File: src/rtl/dwt_pkg.sv
// Shared constants and helpers for the Haar DWT engine (control logic and MAC unit).
package dwt_pkg;

    localparam int WIDTH  = 256;
    localparam int HEIGHT = 256;
    localparam int PW     = $clog2(WIDTH);

    localparam logic MODE_ROW = 1'b0;
    localparam logic MODE_COL = 1'b1;

    localparam int DETAIL_OFFSET = 128;

    // True when {mode, rc, px} names the final pair of a row or column pass.
    function automatic logic is_last_pair(input logic        mode,
                                          input int unsigned rc,
                                          input int unsigned px,
                                          input int unsigned width,
                                          input int unsigned height);
        if (mode == MODE_ROW)
            return (px == width - 2) && (rc == height - 1);
        else
            return (px == height - 2) && (rc == width - 1);
    endfunction

endpackage

File: src/rtl/haar_seq_checker.sv
// Tracks the expected {mode, rc, px} tag and raises a sticky flag on out-of-order pairs.
// The expected tag always resyncs from the received tag, so one bad pair gives one flag event.
module haar_seq_checker
    import dwt_pkg::*;
#(
    parameter int WIDTH  = dwt_pkg::WIDTH,
    parameter int HEIGHT = dwt_pkg::HEIGHT,
    localparam int PW    = $clog2(WIDTH)
) (
    input  logic          clk,
    input  logic          rst,
    input  logic          valid,
    input  logic          mode,
    input  logic [PW-1:0] rc,
    input  logic [PW-1:0] px,
    input  logic          err_clear,
    output logic          seq_err
);

    logic          exp_mode;
    logic [PW-1:0] exp_rc;
    logic [PW-1:0] exp_px;
    logic          mismatch;
    logic          nxt_mode;
    logic [PW-1:0] nxt_rc;
    logic [PW-1:0] nxt_px;
    int unsigned   line_end;

    // Compare against the expected tag and derive the successor of the received tag.
    always_comb begin
        mismatch = valid && ((mode != exp_mode) || (rc != exp_rc) || (px != exp_px));
        line_end = (mode == MODE_ROW) ? 32'(WIDTH - 2) : 32'(HEIGHT - 2);
        nxt_mode = mode;
        nxt_rc   = rc;
        nxt_px   = px + PW'(2);
        if (is_last_pair(mode, 32'(rc), 32'(px), WIDTH, HEIGHT)) begin
            nxt_mode = ~mode;
            nxt_rc   = '0;
            nxt_px   = '0;
        end else if (32'(px) == line_end) begin
            nxt_rc = rc + PW'(1);
            nxt_px = '0;
        end
    end

    // Expected-tag register and sticky error; a new mismatch overrides a clear.
    always_ff @(posedge clk or negedge rst) begin
        if (!rst) begin
            exp_mode <= MODE_ROW;
            exp_rc   <= '0;
            exp_px   <= '0;
            seq_err  <= 1'b0;
        end else begin
            if (valid) begin
                exp_mode <= nxt_mode;
                exp_rc   <= nxt_rc;
                exp_px   <= nxt_px;
            end
            if (mismatch)
                seq_err <= 1'b1;
            else if (err_clear)
                seq_err <= 1'b0;
        end
    end

endmodule

File: src/rtl/haar_mac_unit.sv
// Three-stage Haar approximation/detail responder with tag echo and pass-boundary pulse.
module haar_mac_unit
    import dwt_pkg::*;
#(
    parameter int WIDTH  = dwt_pkg::WIDTH,
    parameter int HEIGHT = dwt_pkg::HEIGHT,
    localparam int PW    = $clog2(WIDTH)
) (
    input  logic          clk,
    input  logic          rst,
    input  logic [15:0]   i_mac,
    input  logic          i_mac_valid,
    input  logic          i_mac_mode,
    input  logic [PW-1:0] i_mac_row_column_pointer,
    input  logic [PW-1:0] i_mac_pixel_pointer,
    input  logic          i_err_clear,
    output logic [15:0]   o_mac,
    output logic          o_mac_valid,
    output logic          o_mac_mode,
    output logic [PW-1:0] o_mac_row_column_pointer,
    output logic [PW-1:0] o_mac_pixel_pointer,
    output logic          o_pass_done,
    output logic          o_seq_err
);

    logic              s1_valid, s1_mode;
    logic [PW-1:0]     s1_rc, s1_px;
    logic [7:0]        s1_p0, s1_p1;

    logic              s2_valid, s2_mode;
    logic [PW-1:0]     s2_rc, s2_px;
    logic [8:0]        s2_sum;
    logic signed [8:0] s2_diff;

    logic signed [9:0] d_rnd, d_shift, d_off;
    logic [7:0]        approx, detail;
    logic              s2_last;

    // Stage 1: capture the pair and its tag; data holds across bubbles.
    always_ff @(posedge clk or negedge rst) begin
        if (!rst) begin
            s1_valid <= 1'b0;
            s1_mode  <= 1'b0;
            s1_rc    <= '0;
            s1_px    <= '0;
            s1_p0    <= '0;
            s1_p1    <= '0;
        end else begin
            s1_valid <= i_mac_valid;
            if (i_mac_valid) begin
                s1_mode <= i_mac_mode;
                s1_rc   <= i_mac_row_column_pointer;
                s1_px   <= i_mac_pixel_pointer;
                s1_p0   <= i_mac[15:8];
                s1_p1   <= i_mac[7:0];
            end
        end
    end

    // Stage 2: unsigned sum and two's-complement difference.
    always_ff @(posedge clk or negedge rst) begin
        if (!rst) begin
            s2_valid <= 1'b0;
            s2_mode  <= 1'b0;
            s2_rc    <= '0;
            s2_px    <= '0;
            s2_sum   <= '0;
            s2_diff  <= '0;
        end else begin
            s2_valid <= s1_valid;
            if (s1_valid) begin
                s2_mode <= s1_mode;
                s2_rc   <= s1_rc;
                s2_px   <= s1_px;
                s2_sum  <= {1'b0, s1_p0} + {1'b0, s1_p1};
                s2_diff <= {1'b0, s1_p0} - {1'b0, s1_p1};
            end
        end
    end

    // Rounded halves; detail is offset-binary and only +256 (diff=255) needs clamping.
    always_comb begin
        approx  = 8'((10'(s2_sum) + 10'd1) >> 1);
        d_rnd   = {s2_diff[8], s2_diff} + 10'sd1;
        d_shift = d_rnd >>> 1;
        d_off   = d_shift + 10'(DETAIL_OFFSET);
        detail  = (d_off > 10'sd255) ? 8'hFF : d_off[7:0];
        s2_last = is_last_pair(s2_mode, 32'(s2_rc), 32'(s2_px), WIDTH, HEIGHT);
    end

    // Stage 3: registered outputs; data and tags hold when no result is valid.
    always_ff @(posedge clk or negedge rst) begin
        if (!rst) begin
            o_mac_valid              <= 1'b0;
            o_pass_done              <= 1'b0;
            o_mac                    <= '0;
            o_mac_mode               <= 1'b0;
            o_mac_row_column_pointer <= '0;
            o_mac_pixel_pointer      <= '0;
        end else begin
            o_mac_valid <= s2_valid;
            o_pass_done <= s2_valid && s2_last;
            if (s2_valid) begin
                o_mac                    <= {approx, detail};
                o_mac_mode               <= s2_mode;
                o_mac_row_column_pointer <= s2_rc;
                o_mac_pixel_pointer      <= s2_px;
            end
        end
    end

    haar_seq_checker #(
        .WIDTH  (WIDTH),
        .HEIGHT (HEIGHT)
    ) u_seq_checker (
        .clk       (clk),
        .rst       (rst),
        .valid     (i_mac_valid),
        .mode      (i_mac_mode),
        .rc        (i_mac_row_column_pointer),
        .px        (i_mac_pixel_pointer),
        .err_clear (i_err_clear),
        .seq_err   (o_seq_err)
    );

endmodule

File: config.mk
export PLATFORM = sky130hd
export DESIGN_NAME = haar_mac_unit
export DESIGN_NICKNAME = d
export VERILOG_FILES = /design/src/rtl/dwt_pkg.sv /design/src/rtl/haar_seq_checker.sv /design/src/rtl/haar_mac_unit.sv
export SDC_FILE = /design/constraint.sdc
export NUM_CORES = 1
export LEC_CHECK = 0
export CORE_MARGIN = 1
export CORE_UTILIZATION = 55
export DETAILED_ROUTE_END_ITERATION = 16
export PLACE_DENSITY = 0.81
export REMOVE_ABC_BUFFERS = 1
export SLEW_MARGIN = 25
export SYNTH_ARGS = -nofsm -noshare
export SYNTH_HDL_FRONTEND = slang
export SYNTH_SLANG_ARGS = --single-unit
File: constraint.sdc
create_clock -name clk -period 2.6 [get_ports clk]
set_input_delay 0.26 -clock clk [delete_from_list [all_inputs] [get_ports clk]]
set_output_delay 0.26 -clock clk [all_outputs]
set_load 0.005 [all_outputs]
* Word level (Yosys, flattened, before mapping)
Cells that the tools add are included.
** Cells by class
- $add $sub $neg :: 7
- Multipliers :: 0
- Divide/modulo/power cells :: 0
- $lt $le $gt $ge :: 1
- Eq/ne operators :: 7
- Shift-type cells :: 0
- Multiplexer cells :: 8
- Bitwise logic cells :: 1
- Reductions and logical operators :: 7
** Operators with widths (number)
- $mux W8 :: 5
- $eq A8 B8 Y1 const B :: 4
- $ne A8 B8 Y1 :: 2
- $add A9 B2 Y10 const B :: 1
- $add A9 B9 Y10 const B :: 1
- $gt A10 B9 Y1 const B :: 1
- $add A8 B8 Y9 :: 1
- $add A9 B1 Y9 const B :: 1
- $sub A8 B8 Y9 :: 1
- $add A8 B1 Y8 const B :: 1
- $add A8 B2 Y8 const B :: 1
- $logic_and A1 B1 Y1 :: 4
- $mux W1 :: 3
- $logic_or A1 B1 Y1 :: 2
- $reduce_bool A2 Y1 :: 1
- $ne A1 B1 Y1 :: 1
- $not A1 Y1 :: 1
** Storage, ports and cells
- Register bits after elaboration :: 123
- Latch bits :: 0
- Bits in writable memories :: 0
- Memory bits (read-only) :: 0
- Word-level logic and storage cells :: 53
- Memories :: 0

* Depth between registers and ports, before layout
Gate-level depths: netlist of the first run.
- Word-level depth :: 5
- Mapped depth :: 8
- Mapped depth without buffers :: 8

* Hierarchy
From an unflattened synthesis of the first run, not the netlist that was laid out.
** Unflattened totals
- Cells, all modules :: 553
- Area total of the unflattened synthesis :: 6182.2 um2
** By module, submodules not included
- haar_mac_unit :: instances 1, cells an instance 423, area each 4932.2 um2, seq. area each 2602.5 um2
- haar_seq_checker :: instances 1, cells an instance 130, area each 1249.9 um2, seq. area each 450.4 um2

* Worst setup path before layout of the first run
OpenSTA, ideal clock, no wires.
- Kind :: reg-to-reg
- Start point :: register, netlist name s2_sum[0]
- End point :: register o_mac[0]
- Library setup time :: 0.066 ns
- Arrival :: 1.934 ns
- Slack :: 0.600 ns
- Stages on the path, launching flop included :: 9
- Period minus slack after synthesis :: 2.000 ns
- Cell sequence :: dfrtp_1 -> ha_1 -> nand4_1 -> nor2_1 -> xnor2_1 -> ha_1 -> or4b_4 -> buf_6 -> nand2_1
** RTL lines
- end signal: assignment :: RTL line haar_mac_unit.sv:104 : o_mac <= {approx, detail};
- end: declaration :: RTL line haar_mac_unit.sv:17 : output logic [15:0] o_mac,

==> metrics, run 1 <==
footprint of the multi-input gates=2710 um2; final net count=669; FMAX=0.447 GHz; CTS tree=yes; WL per Instance=16.9 um; vias in the first global route=4346; worst vdd ir=0.000444 V; Setup Fix Bufs, Post-CTS=0; largest area contributor in the netlist=dfrtp_1; Root Driver=clkbuf_8; Die ar.=11300 um2; Filler Cells Inserted=729; die width=106 um; min-delay worst type=input pin to register; GRT Total Usage=25.0%; crit path kind=register to register; R2R Path Start=s2_sum[0]$_DFFE_PN0P_; Post-synth top cells=dfrtp_1 (122), mux2_2 (60), nor2_1 (38); setup ws final=0.364 ns; first-pass iteration count of the detailed router=4; die extent in y=106 um; synth-to-layout area growth=25.1%; top-count cell post-synth=dfrtp_1; setup TNS=0 ns; max_slew headroom=50.4%; io pins=73; number of antenna-violating nets in the routed design=0; ANT cells=0; final-report hold violation count=0; initial drt markers=180; r2r setup slk=0.36 ns; Core Box Area=10400 um2; initial antenna violation count=0; final count of negative-setup-slack endpoints=0; hold depth=3; routability-driven placement congestion ratio=0.890; H-tree Lvls=4; worst r2r path cells=7; Critical Path Start Type=register; first-pass GRT wire length=21.6 mm; grt ovf=0; drt total wl=12.8 mm; worst skew pair latency=0.52 ns; Main synth FF type=dfrtp_1; Worst Skew=0.0115 ns; non-filler instance count after layout=758; static leakage=0.00321 uW; Max Cap Violations=0; Critical Path AT=2.69 ns; port bufs=72; period utilization=86.0%; Cell Area, Synth=5960 um2; Critical R2R Capture=o_mac[6]$_DFFE_PN0P_; CTS resizes=0; total CTS buffers=17; crit path time final=2.24 ns; crit-path max FO=8; post-layout util=71.5%; layout cells sized above 1=17.5%; sequential share of the synthesized area=51.2%; hold_sp=i_mac_valid; Post-synth EDFFs=0; hold endpoint=s1_p0[0]$_DFFE_PN0P_; M1 wire length=5.80 mm; Data required, critical path=3.05 ns; via count=4230; RSZ-0062 raised after global routing=false; clk sinks=122; CTS clock-pin slew for the worst setup and hold paths=0.06 ns; Ys Warns=0; top post-synthesis cells by area=dfrtp_1 (51%), mux2_2 (11%), ha_1 (4.4%); Initial Utilization=57.2%; synthesized flop and latch total=122; Synth Instances=534; status=finished, final reports clean; Largest register FFs=16; DRC violations left=0; Tightest Pin Transition=0.744 ns; largest net degree at the start of global routing=61; hpwl dp=8.74 mm; Post-Route Hold Slack=0.230 ns; cell area power density=843 nW/um2; area fraction of the dominant cell type after synthesis=51.2%; worst slack, placed=0.469 ns; top sig layer=met4; Synth async-reset ratio=100%; biggest regs=o_mac: 16 flops, s2_sum: 9 flops; vias per std cell=5.58; post-synth cell types=57; Met3 Wirelength=417 um; Register Area=3050 um2; Syn Area/Cell=11.2 um2; # rows=37; Max Slew Vio Count=0; placed cells=725; endpoint class of the critical path=register; Clock Tree Buf Depth=2; Largest Register=o_mac; DR WL met2=6.28 mm
-- cell families after synthesis --
logic type      share of synthesized area [%]
compound gates                           8.55
xor+xnor                                 6.91
fa+ha+maj                                5.08
buf+inv                                  3.34
flops                                    51.2
mux                                      13.0
simple gates                             11.9
-- metrics by stage --
stage          total power, uW  cell area (um2)
6_report                  6280             7450
5_1_grt                   6570             7450
4_1_cts                   6320             7450
3_5_place_dp              3790             6810
3_3_place_gp              3730             6810
2_1_floorplan             3140             5850
-- where the power goes --
group	leakage, uW	internal, uW	total [uW]	switching, uW
Combinational	0.00148	717	1290	569
Sequential	0.00143	2230	2500	272
Clock	0.000297	1580	2500	911
-- worst max path at each step --
stage                                       from                             endpoint  depth (start not counted)
final                      s2_sum[0]$_DFFE_PN0P_                 o_mac[6]$_DFFE_PN0P_                          7
after global routing       s2_sum[0]$_DFFE_PN0P_                 o_mac[6]$_DFFE_PN0P_                          7
after CTS                  s2_sum[0]$_DFFE_PN0P_                 o_mac[6]$_DFFE_PN0P_                          7
after detailed placement  i_mac_pixel_pointer[1]  u_seq_checker.exp_rc[4]$_DFFE_PN0P_                          6
after global placement    i_mac_pixel_pointer[3]  u_seq_checker.exp_rc[4]$_DFFE_PN0P_                          6
after floorplan               s1_valid$_DFF_PN0_                s2_sum[5]$_DFFE_PN0P_                          4
-- routing by layer --
layer  up-vias  track usage (%)
met5         -                0
met4         0             9.33
met3        24             5.76
met2       113             40.8
met1      2076             32.8
li1       2017                -
-- worst max-delay path, cell delays in order, from the launching register on --
cell	delay [ns]
dfrtp_1	0.51
ha_1	0.29
nand4_1	0.19
nor2_1	0.19
xnor2_1	0.11
ha_1	0.19
or4b_4	0.59
nand2_1	0.10
-- cell usage in the layout, fill, tap and decap left out, types with 5 or more instances in the layout --
cell / Yosys / routed
dfrtp_1: 122 / 122
clkdlybuf4s50_1: 0 / 70
mux2_2: 60 / 60
nor2_1: 38 / 38
nand2_1: 36 / 36
o21ai_0: 27 / 27
inv_1: 25 / 25
a21oi_1: 25 / 25
xor2_1: 24 / 24
xnor2_1: 23 / 23
ha_1: 21 / 21
clkbuf_16: 0 / 16
nand3_1: 14 / 14
mux2i_1: 10 / 10
nand4_1: 7 / 7
and3_1: 6 / 6
nand2b_1: 6 / 6
nor3_1: 6 / 6
buf_4: 1 / 6
o21a_1: 5 / 5
inv_6: 0 / 5
-- repair_timing --
item                                   CTS  global route
hold buffers                             1             0
setup endpoints to repair                0             0
endpoints found under the hold margin   58             0
-- layout make-up --
class	count	area share, %
Multi-Input combinational cell	363	36.3
Tap cell	136	2.28
Sequential cell	122	41.0
Timing Repair Buffer	80	10.7
Inverter	25	1.26
Clock inverter	14	2.80
Clock buffer	18	5.61
Note: power is estimated with default switching activity, not from simulation.
==> run 2, diff against run 1 <==
--- a/config.mk
+++ b/config.mk
@@ -5,10 +5,12 @@
 export SDC_FILE = /design/constraint.sdc
 export NUM_CORES = 1
 export LEC_CHECK = 0
+export CELL_PAD_IN_SITES_DETAIL_PLACEMENT = 2
+export CELL_PAD_IN_SITES_GLOBAL_PLACEMENT = 2
 export CORE_MARGIN = 1
-export CORE_UTILIZATION = 55
+export CORE_UTILIZATION = 37
 export DETAILED_ROUTE_END_ITERATION = 16
-export PLACE_DENSITY = 0.81
+export PLACE_DENSITY = 0.82
 export REMOVE_ABC_BUFFERS = 1
 export SLEW_MARGIN = 25
 export SYNTH_ARGS = -nofsm -noshare
==> metrics, run 2 (synthesis results as in run 1) <==
DRC violations left=0 (unchanged); crit path time final=2.26 ns (+0.0255 ns); Clock Power Share=38.4% (-1.3 points); R2R Path Start=s2_sum[0]$_DFFE_PN0P_; Max Cap Violations=0 (unchanged); Largest register FFs=16 (unchanged); crit path kind=register to register; first-pass GRT wire length=28.2 mm (+31%); Post-Route Hold Slack=0.243 ns (+0.0136 ns); status=finished, final reports clean; Sw Share=30.1% (+2.2 points); setup ws final=0.338 ns (-0.0255 ns); top sig layer=met4; Critical Path, Cell by Cell=ha_1 -> nand4_1 -> nor2_1 -> xnor2_1 -> ha_1 -> or4b_4 -> nand2_1; largest net degree at the start of global routing=54 (-11%); RSZ-0062 raised after global routing=false; final-report hold violation count=0 (unchanged); # rows=46 (+24%); vias in the first global route=5029 (+16%); DR WL met2=8.95 mm (+42%); number of antenna-violating nets in the routed design=0 (unchanged); Net Switching=1890 uW (+8.2%); Die ar.=16600 um2 (+48%); initial antenna violation count=0 (unchanged); Internal Power=4410 uW (-2.7%); first-pass iteration count of the detailed router=4 (unchanged); WL per Instance=20.5 um (+22%); final count of negative-setup-slack endpoints=0 (unchanged); crit-path max cell delay=0.60 ns (about the same); ANT cells=0 (unchanged); Critical R2R Capture=o_mac[1]$_DFFE_PN0P_; Largest Register=o_mac; Critical Path Start Type=register; die extent in y=129 um (+22%); Critical Path AT=2.61 ns (-0.08 ns); FMAX=0.442 GHz (-1.1%); CP Capture Point=o_mac[1]$_DFFE_PN0P_; Core Box Area=15800 um2 (+52%); CP Depth=7 (unchanged); drt total wl=17.2 mm (+34%); cell area power density=838 nW/um2 (-0.55%); Root Driver=clkbuf_16; port bufs=72 (unchanged); post-layout util=47.5% (-24 points); worst r2r path cells=7 (unchanged); Filler Cells Inserted=1611 (+120%); Tightest Pin Transition=0.733 ns (-0.0105 ns); Power Total=6300 uW (+0.36%); M1 wire length=7.36 mm (+27%); min-delay worst type=input pin to register; synth-to-layout area growth=26.2%; H-tree Lvls=4 (unchanged); initial drt markers=126 (-30%); CTS tree=yes; Data required, critical path=2.95 ns (-0.10 ns); crit-path max FO=8 (unchanged); worst slack, placed=0.367 ns (-0.102 ns); total CTS buffers=17 (unchanged); Met3 Wirelength=459 um (+10%); most frequent cells in the layout=dfrtp_1 (121), clkdlybuf4s50_1 (70), mux2_2 (60); worst skew pair latency=0.42 ns (-0.10 ns); WP buf/inv=0 (unchanged); Clock Tree Buf Depth=2 (unchanged); max_slew headroom=51.1% (+0.70 points); layout cells sized above 1=17.7% (+0.19 points); worst vdd ir=0.000502 V (+13%); GRT Total Usage=22.8% (-2.2 points); vias per std cell=5.16 (-7.6%); Initial Utilization=37.6% (-20 points); share of power burned in registers=40.0% (+0.2 points); io pins=73 (unchanged); setup TNS=0 ns (unchanged); grt ovf=0 (unchanged); final net count=668 (-0.15%); Setup Fix Bufs, Post-CTS=0 (unchanged); Worst Skew=0.00762 ns (-0.00384 ns); routability-driven placement congestion ratio=0.757 (-15%); period utilization=87.0% (+0.98 points); static leakage=0.00320 uW (-0.40%); endpoint class of the critical path=register; Max Slew Vio Count=0 (unchanged); CTS clock-pin slew for the worst setup and hold paths=0.06 ns (about the same); clk sinks=122 (unchanged); cell family with most CP delay=simple AND/OR/NAND/NOR gates; via count=4316 (+2.0%); hpwl dp=11.6 mm (+32%); biggest regs=o_mac: 16 flops, s2_sum: 9 flops; commonest non-fill, non-tap cell in the layout=dfrtp_1; die width=129 um (+22%); r2r setup slk=0.34 ns (-0.03 ns); crit path from=s2_sum[0]$_DFFE_PN0P_; Comb power frac=21.5% (+1.0 points); CTS resizes=0 (unchanged); CP max stage cell=or4b_4; CP dominant cell by count=ha_1
-- run 2: worst min-delay path by stage --
stage	from	to	slack, ns	cells past startpoint
floorplan	rst	o_mac[0]$_DFFE_PN0P_	-0.04	0
global placement	rst	o_mac[3]$_DFFE_PN0P_	0.36	1
detailed placement	rst	s1_p0[7]$_DFFE_PN0P_	0.37	1
CTS	i_mac_valid	s1_valid$_DFF_PN0_	0.24	1
global route	i_mac_valid	s1_valid$_DFF_PN0_	0.26	1
finish	i_mac_valid	s1_valid$_DFF_PN0_	0.24	1
-- run 2: metal layers --
metal / vias up / track usage [%]
met3: 38 / 4.16
met2: 79 / 40.4
met1: 2204 / 27.3
li1: 1995 / -
met5: - / 0
met4: 0 / 9.27
-- run 2: timing repair --
item	CTS	global route
endpoints found under the setup margin	0	0
hold endpoints to repair	51	0
hold buffers	1	0
-- run 2: stage by stage --
stage,cells,area (um2)
3_5_place_dp,804,6910
5_1_grt,837,7520
3_3_place_gp,804,6910
2_1_floorplan,510,5850
6_report,837,7520
4_1_cts,837,7520
-- run 2: cell type report --
cell class	instances	area [um2]	area share [%]
multi-input combinational	363	2710	36.0
inverter	25	93.8	1.25
clock inverter	14	161	2.15
timing repair buffer	79	793	10.6
sequential	122	3050	40.6
tap	216	270	3.59
clock buffer	18	439	5.84
-- run 2: worst reg2reg max path: cells and delay by family, from the launching register on --
family / cells / cell delay (ns)
AND/OR/NAND/NOR: 4 / 1.08
flip-flops: 1 / 0.51
adder cells (fa/ha/maj): 2 / 0.48
XOR/XNOR: 1 / 0.11
-- run 2: power groups by stage --
| stage | logic, uW | clock network [uW] | registers (uW) |
|---|---|---|---|
| detailed placement | 1330 | 0 | 2540 |
| CTS | 1390 | 2460 | 2530 |
| global route | 1500 | 2530 | 2570 |
| global placement | 1260 | 0 | 2510 |
| floorplan | 665 | 0 | 2470 |
| finish | 1360 | 2420 | 2520 |
==> variant 1 (config.mk and constraints of run 2) <==
Set the package constant `WIDTH` to 512 (it was 256).
--- a/src/rtl/dwt_pkg.sv
+++ b/src/rtl/dwt_pkg.sv
@@ -3,3 +3,3 @@
 
-    localparam int WIDTH  = 256;
+    localparam int WIDTH  = 512;
     localparam int HEIGHT = 256;
Interface: changed (resized i_mac_pixel_pointer, i_mac_row_column_pointer, o_mac_pixel_pointer and o_mac_row_column_pointer); port bits go from 73 to 77. No check against the original RTL was run, so the function may have changed too.
==> variant 1 against run 2 <==
  * Clock skew barely moved
  * Power fell by 2.2%
  * Routed wire length rose by 8.4%
  * Design area rose by 5.7%
  * Clock power fell by 14%
  * Synthesized area rose by 7.3%
  * Sequential cell count rose by 8
  * Utilization rose by 0.10 points
  * Setup slack got worse by 0.017 ns
  * Critical path type unchanged
==> variant 1: results (changes against run 2) <==
- H-tree Lvls: 4 (unchanged)
- First-pass GRT wire length: 30,700 um (+8.8%)
- Fin worst setup slack: 0.321 ns (-0.0174 ns)
- Met2 usage: 0.391 (-0.0132)
- Placed instance count: 863 (+7.3%)
- Count of different cell masters after synthesis: 52 (-8.8%)
- Synth Area in XOR/XNOR: 0.0685 (-0.000569)
- Deepest clock path buffer count: 2 (unchanged)
- Synth async-reset ratio: 1.00 (unchanged)
- Met1 Use GR: 0.288 (+0.0148)
- Worst flop-to-flop path endpoint: o_mac[6]
- Top cells by area, synth: dfrtp_1, mux2_2, ha_1, xor2_1, xnor2_1
- M1 WL: 8320 um (+13%)
- Critical-path maximum fanout: 7 (-1)
- Cell count after synthesis: 579 (+8.4%)
- Avg Vias per Cell: 5.29 (+2.6%)
- Maximum VDD drop: 516 uV (+2.8%)
- Final Skew: 0.00794 ns (+0.000322 ns)
- Compound-Gate Fraction of Synth Area: 0.0973 (+0.0118)
- Met3 WL: 561 um (+22%)
- Top cells by count, synth: dfrtp_1, mux2_2, inv_1
- Share of layout cells above drive strength 1: 0.173 (-0.00451)
- CP max stage delay: 0.49 ns (-0.11 ns)
- Via count: 4,721 (+9.4%)
- Worst slew pin tran: 0.708 ns (-0.0255 ns)
- Hold Path Cell Cnt: 2 (+1)
- Status: complete, no violations
- Number of DRC markers in iteration 0: 178 (+41%)
- Combinational gate power: 1.40 mW (+3%)
- Seq/Total Area, Yosys: 0.509 (-0.00338)
- Vias in the first global route: 5,397 (+7.3%)
- IO buf count: 76 (+5.6%)
- Gr usage total: 0.227 (-0.00135)
- Post-Synth Adder-Cell Area: 0.0513 (+0.000473)
- Met3 GRT Util: 0.0396 (-0.00201)
- Mux cell area share after synthesis: 0.122 (-0.00784)
- Met2 routed WL: 9470 um (+5.8%)
- Gpl congestion: 0.829 (+9.5%)
- NetSw: 1.82 mW (-3.8%)
- Wire per inst: 20.9 um (+1.7%)
- Final #Nets: 727 (+8.8%)
- Hpwl dp: 12,300 um (+6.4%)
- Cell Area, Placed: 0.00744 sq mm (+7.7%)
- Slowest CP cell: dfrtp_1
- Clock share of power: 0.338 (-0.046)
- Pleak: 3.40 nW (+6.3%)
- Tot Pwr: 6.16 mW (-2.2%)
- Largest net degree at the start of global routing: 74 (+37%)
-- variant 1: cell types whose count changed in the layout (fill, tap and decap cells not counted), moves of 5 or more --
cell / change
inv_6: -5
mux2i_1: -5
inv_1: +14
o22ai_1: +6
clkinv_2: +6
mux2_2: +5
xnor2_1: -5
buf_4: +6
dfrtp_1: +8
xor2_1: +8
-- variant 1: how the worst max path moves through the flow --
stage | cells past startpoint | from | endpoint
detailed placement | 9 | i_mac_row_column_pointer[4] | u_seq_checker.exp_rc[0]
finish | 7 | s2_sum[0] | o_mac[6]
floorplan | 5 | s1_valid | s2_diff[7]
CTS | 7 | s2_sum[0] | o_mac[6]
global route | 7 | s2_sum[0] | o_mac[6]
global placement | 9 | i_mac_row_column_pointer[4] | u_seq_checker.exp_rc[6]
-- variant 1: final cells by class --
cell class / instances / area [sq um]
multi-input cells: 386 / 2900
fillers: 1703 / 8750
clock buffers: 20 / 457
inverters: 39 / 146
flip-flops and latches: 130 / 3250
clock inverters: 8 / 42.5
repair buffers: 89 / 878
well taps: 220 / 275
==> variant 2 (settings of run 2) <==
Made on the original files. Make the reset (`rst`) synchronous in 4 clocked blocks.
--- a/src/rtl/haar_seq_checker.sv
+++ b/src/rtl/haar_seq_checker.sv
@@ -46,3 +46,3 @@
     // Expected-tag register and sticky error; a new mismatch overrides a clear.
-    always_ff @(posedge clk or negedge rst) begin
+    always_ff @(posedge clk) begin
         if (!rst) begin
--- a/src/rtl/haar_mac_unit.sv
+++ b/src/rtl/haar_mac_unit.sv
@@ -39,3 +39,3 @@
     // Stage 1: capture the pair and its tag; data holds across bubbles.
-    always_ff @(posedge clk or negedge rst) begin
+    always_ff @(posedge clk) begin
         if (!rst) begin
@@ -60,3 +60,3 @@
     // Stage 2: unsigned sum and two's-complement difference.
-    always_ff @(posedge clk or negedge rst) begin
+    always_ff @(posedge clk) begin
         if (!rst) begin
@@ -91,3 +91,3 @@
     // Stage 3: registered outputs; data and tags hold when no result is valid.
-    always_ff @(posedge clk or negedge rst) begin
+    always_ff @(posedge clk) begin
         if (!rst) begin
Check against the original RTL: differs if rst is asserted again (counterexample within 4 cycles, from zero or initial values and one cycle with rst low); with rst held inactive, the same outputs for 10 cycles.
==> variant 2 against run 2 <==
  * Setup slack improved by 0.029 ns
  * Non-clock buffer count increased by 5
  * Critical endpoint is now o_mac[2]
  * The run now ends with DRC left
  * Sequential cell count unchanged
  * Synthesized area decreased by 5.6%
  * Cell count increased by 4.8%
  * Count of clock-buffer cells in the layout increased by 4
  * Utilization increased by 1.1 points
  * Routed wire length increased by 0.49%
  * Design area decreased by 5.1%
Power is not compared: it rests on default switching activity, and its combinational part moved more than twofold at a synthesized area within 25%.
==> variant 2: results (changes against run 2) <==
- Hold_sp: i_mac_valid
- Share of layout cells above drive strength 1: 0.0794 (-0.0978)
- Largest net degree at the start of global routing: 34 (-37%)
- TritonCTS Buffers: 17 (unchanged)
- Initial antenna violation count: 0 (unchanged)
- Hold Path Cell Cnt: 4 (+3)
- Gr usage total: 0.234 (+0.00557)
- Top cell type's share of synthesized area: 0.434 (-0.0780)
- Clock transition at path regs: 0.06 ns (about the same)
- Wire per inst: 19.7 um (-4.1%)
- Worst R2R Setup Slack: 0.37 ns (+0.03 ns)
- Vias in the first global route: 5,169 (+2.8%)
- First-pass iteration count of the detailed router: 10 (+6)
- Failing checks: DRC
- Worst rel slew slack: 0.619 (+0.107)
- Pre-CTS setup slack: 0.338 ns (-0.0286 ns)
- Worst R2R Path Depth: 8 (+1)
- Hpwl dp: 11,700 um (+1.6%)
- Final #Nets: 740 (+11%)
- Pleak: 2.81 nW
- Status: finished, violations left
- Crit path max-delay family: compound AO/OA/AOI/OAI gates
- DRC viols: 3 (+3)
- Final Skew: 0.00713 ns (-0.000490 ns)
- Worst setup startpoint: s2_diff[1]
- Top cells by area, synth: dfxtp_1, mux2i_1, nor2_1, xor2_1, ha_1
- Count of different cell masters after synthesis: 52 (-8.8%)
- NetSw: roughly 1.3 mW
- Slowest CP cell: o41a_1
- First-pass GRT wire length: 28,300 um (+0.29%)
- Worst flop-to-flop path endpoint: o_mac[2]
- Arrival time at the worst endpoint: 2.60 ns (about the same)
- Post-CTS setup buffer count: 0 (unchanged)
- Number of DRC markers in iteration 0: 214 (+70%)
- Synth async-reset ratio: 0 (-1.00)
- Hold Path End: u_seq_checker.exp_px[3]
- Top cells by count, synth: dfxtp_1, nor2_1, mux2i_1
- Layout fillers: 1,554 (-3.5%)
- Avg Vias per Cell: 5.35 (+3.7%)
- Worst-case hold slack: 0.339 ns (+0.0953 ns)
- Cell Area, Placed: 0.00650 sq mm (-5.9%)
- Seq/Total Area, Yosys: 0.434 (-0.0780)
- Fmax: 448 MHz (+1.3%)
- CP max stage delay: 0.55 ns (-0.05 ns)
## variant 2: cell types whose count changed after synthesis, sizes merged, moves of 13 or more
cell	before	now
a211oi	2	15
mux2i	10	68
nor2	38	101
dfxtp	0	122
mux2	60	0
dfrtp	122	0
## variant 2: cells by family after synthesis
group	count (synthesis)	share of synthesized area
AO/OA/AOI/OAI	102	0.114
XOR/XNOR	47	0.0732
adder cells (fa/ha/maj)	23	0.0538
buffers and inverters	56	0.0416
flip-flops	122	0.434
multiplexers	68	0.121
AND/OR/NAND/NOR	195	0.162
## variant 2: power groups by stage
stage | clock, mW | combinational, mW | sequential (mW)
finish | 2.57 | 0.579 | 2.05
global route | 2.69 | 0.634 | 2.06
CTS | 2.60 | 0.584 | 2.05
detailed placement | 0 | 0.562 | 2.09
global placement | 0 | 0.533 | 2.08
floorplan | 0 | 0.306 | 2.07
## variant 2: per-stage QoR
stage                     total power [mW]  cells  utilization
final                                 5.20    877        0.486
after global routing                  5.38    877        0.486
after CTS                             5.24    877        0.486
after detailed placement              2.65    845        0.442
after global placement                2.61    845        0.442
after floorplan                       2.38    577            -
## variant 2: worst reg2reg max path: stages, from the launching register on
cell and delay [ns]:
dfxtp_1 0.39, ha_1 0.25, nand3_1 0.16, nor2_1 0.16, xnor2_1 0.11, ha_1 0.19
o41a_1 0.55, o21ai_0 0.18, o211a_1 0.19
## variant 2: metal layers
layer  wire (um)  track usage  vias up
li1            -            -     2249
met1        7970        0.289     2342
met2        8510        0.403       69
met3         444       0.0441       30
met4         342       0.0897        0
met5           0            0        -
## variant 2: layout make-up
class,instances,share of cell area
Tap cell,184,0.0323
Clock buffer,22,0.0664
Timing Repair Buffer,84,0.113
Inverter,20,0.0105
Sequential cell,122,0.342
Clock inverter,10,0.0228
Multi-Input combinational cell,435,0.413
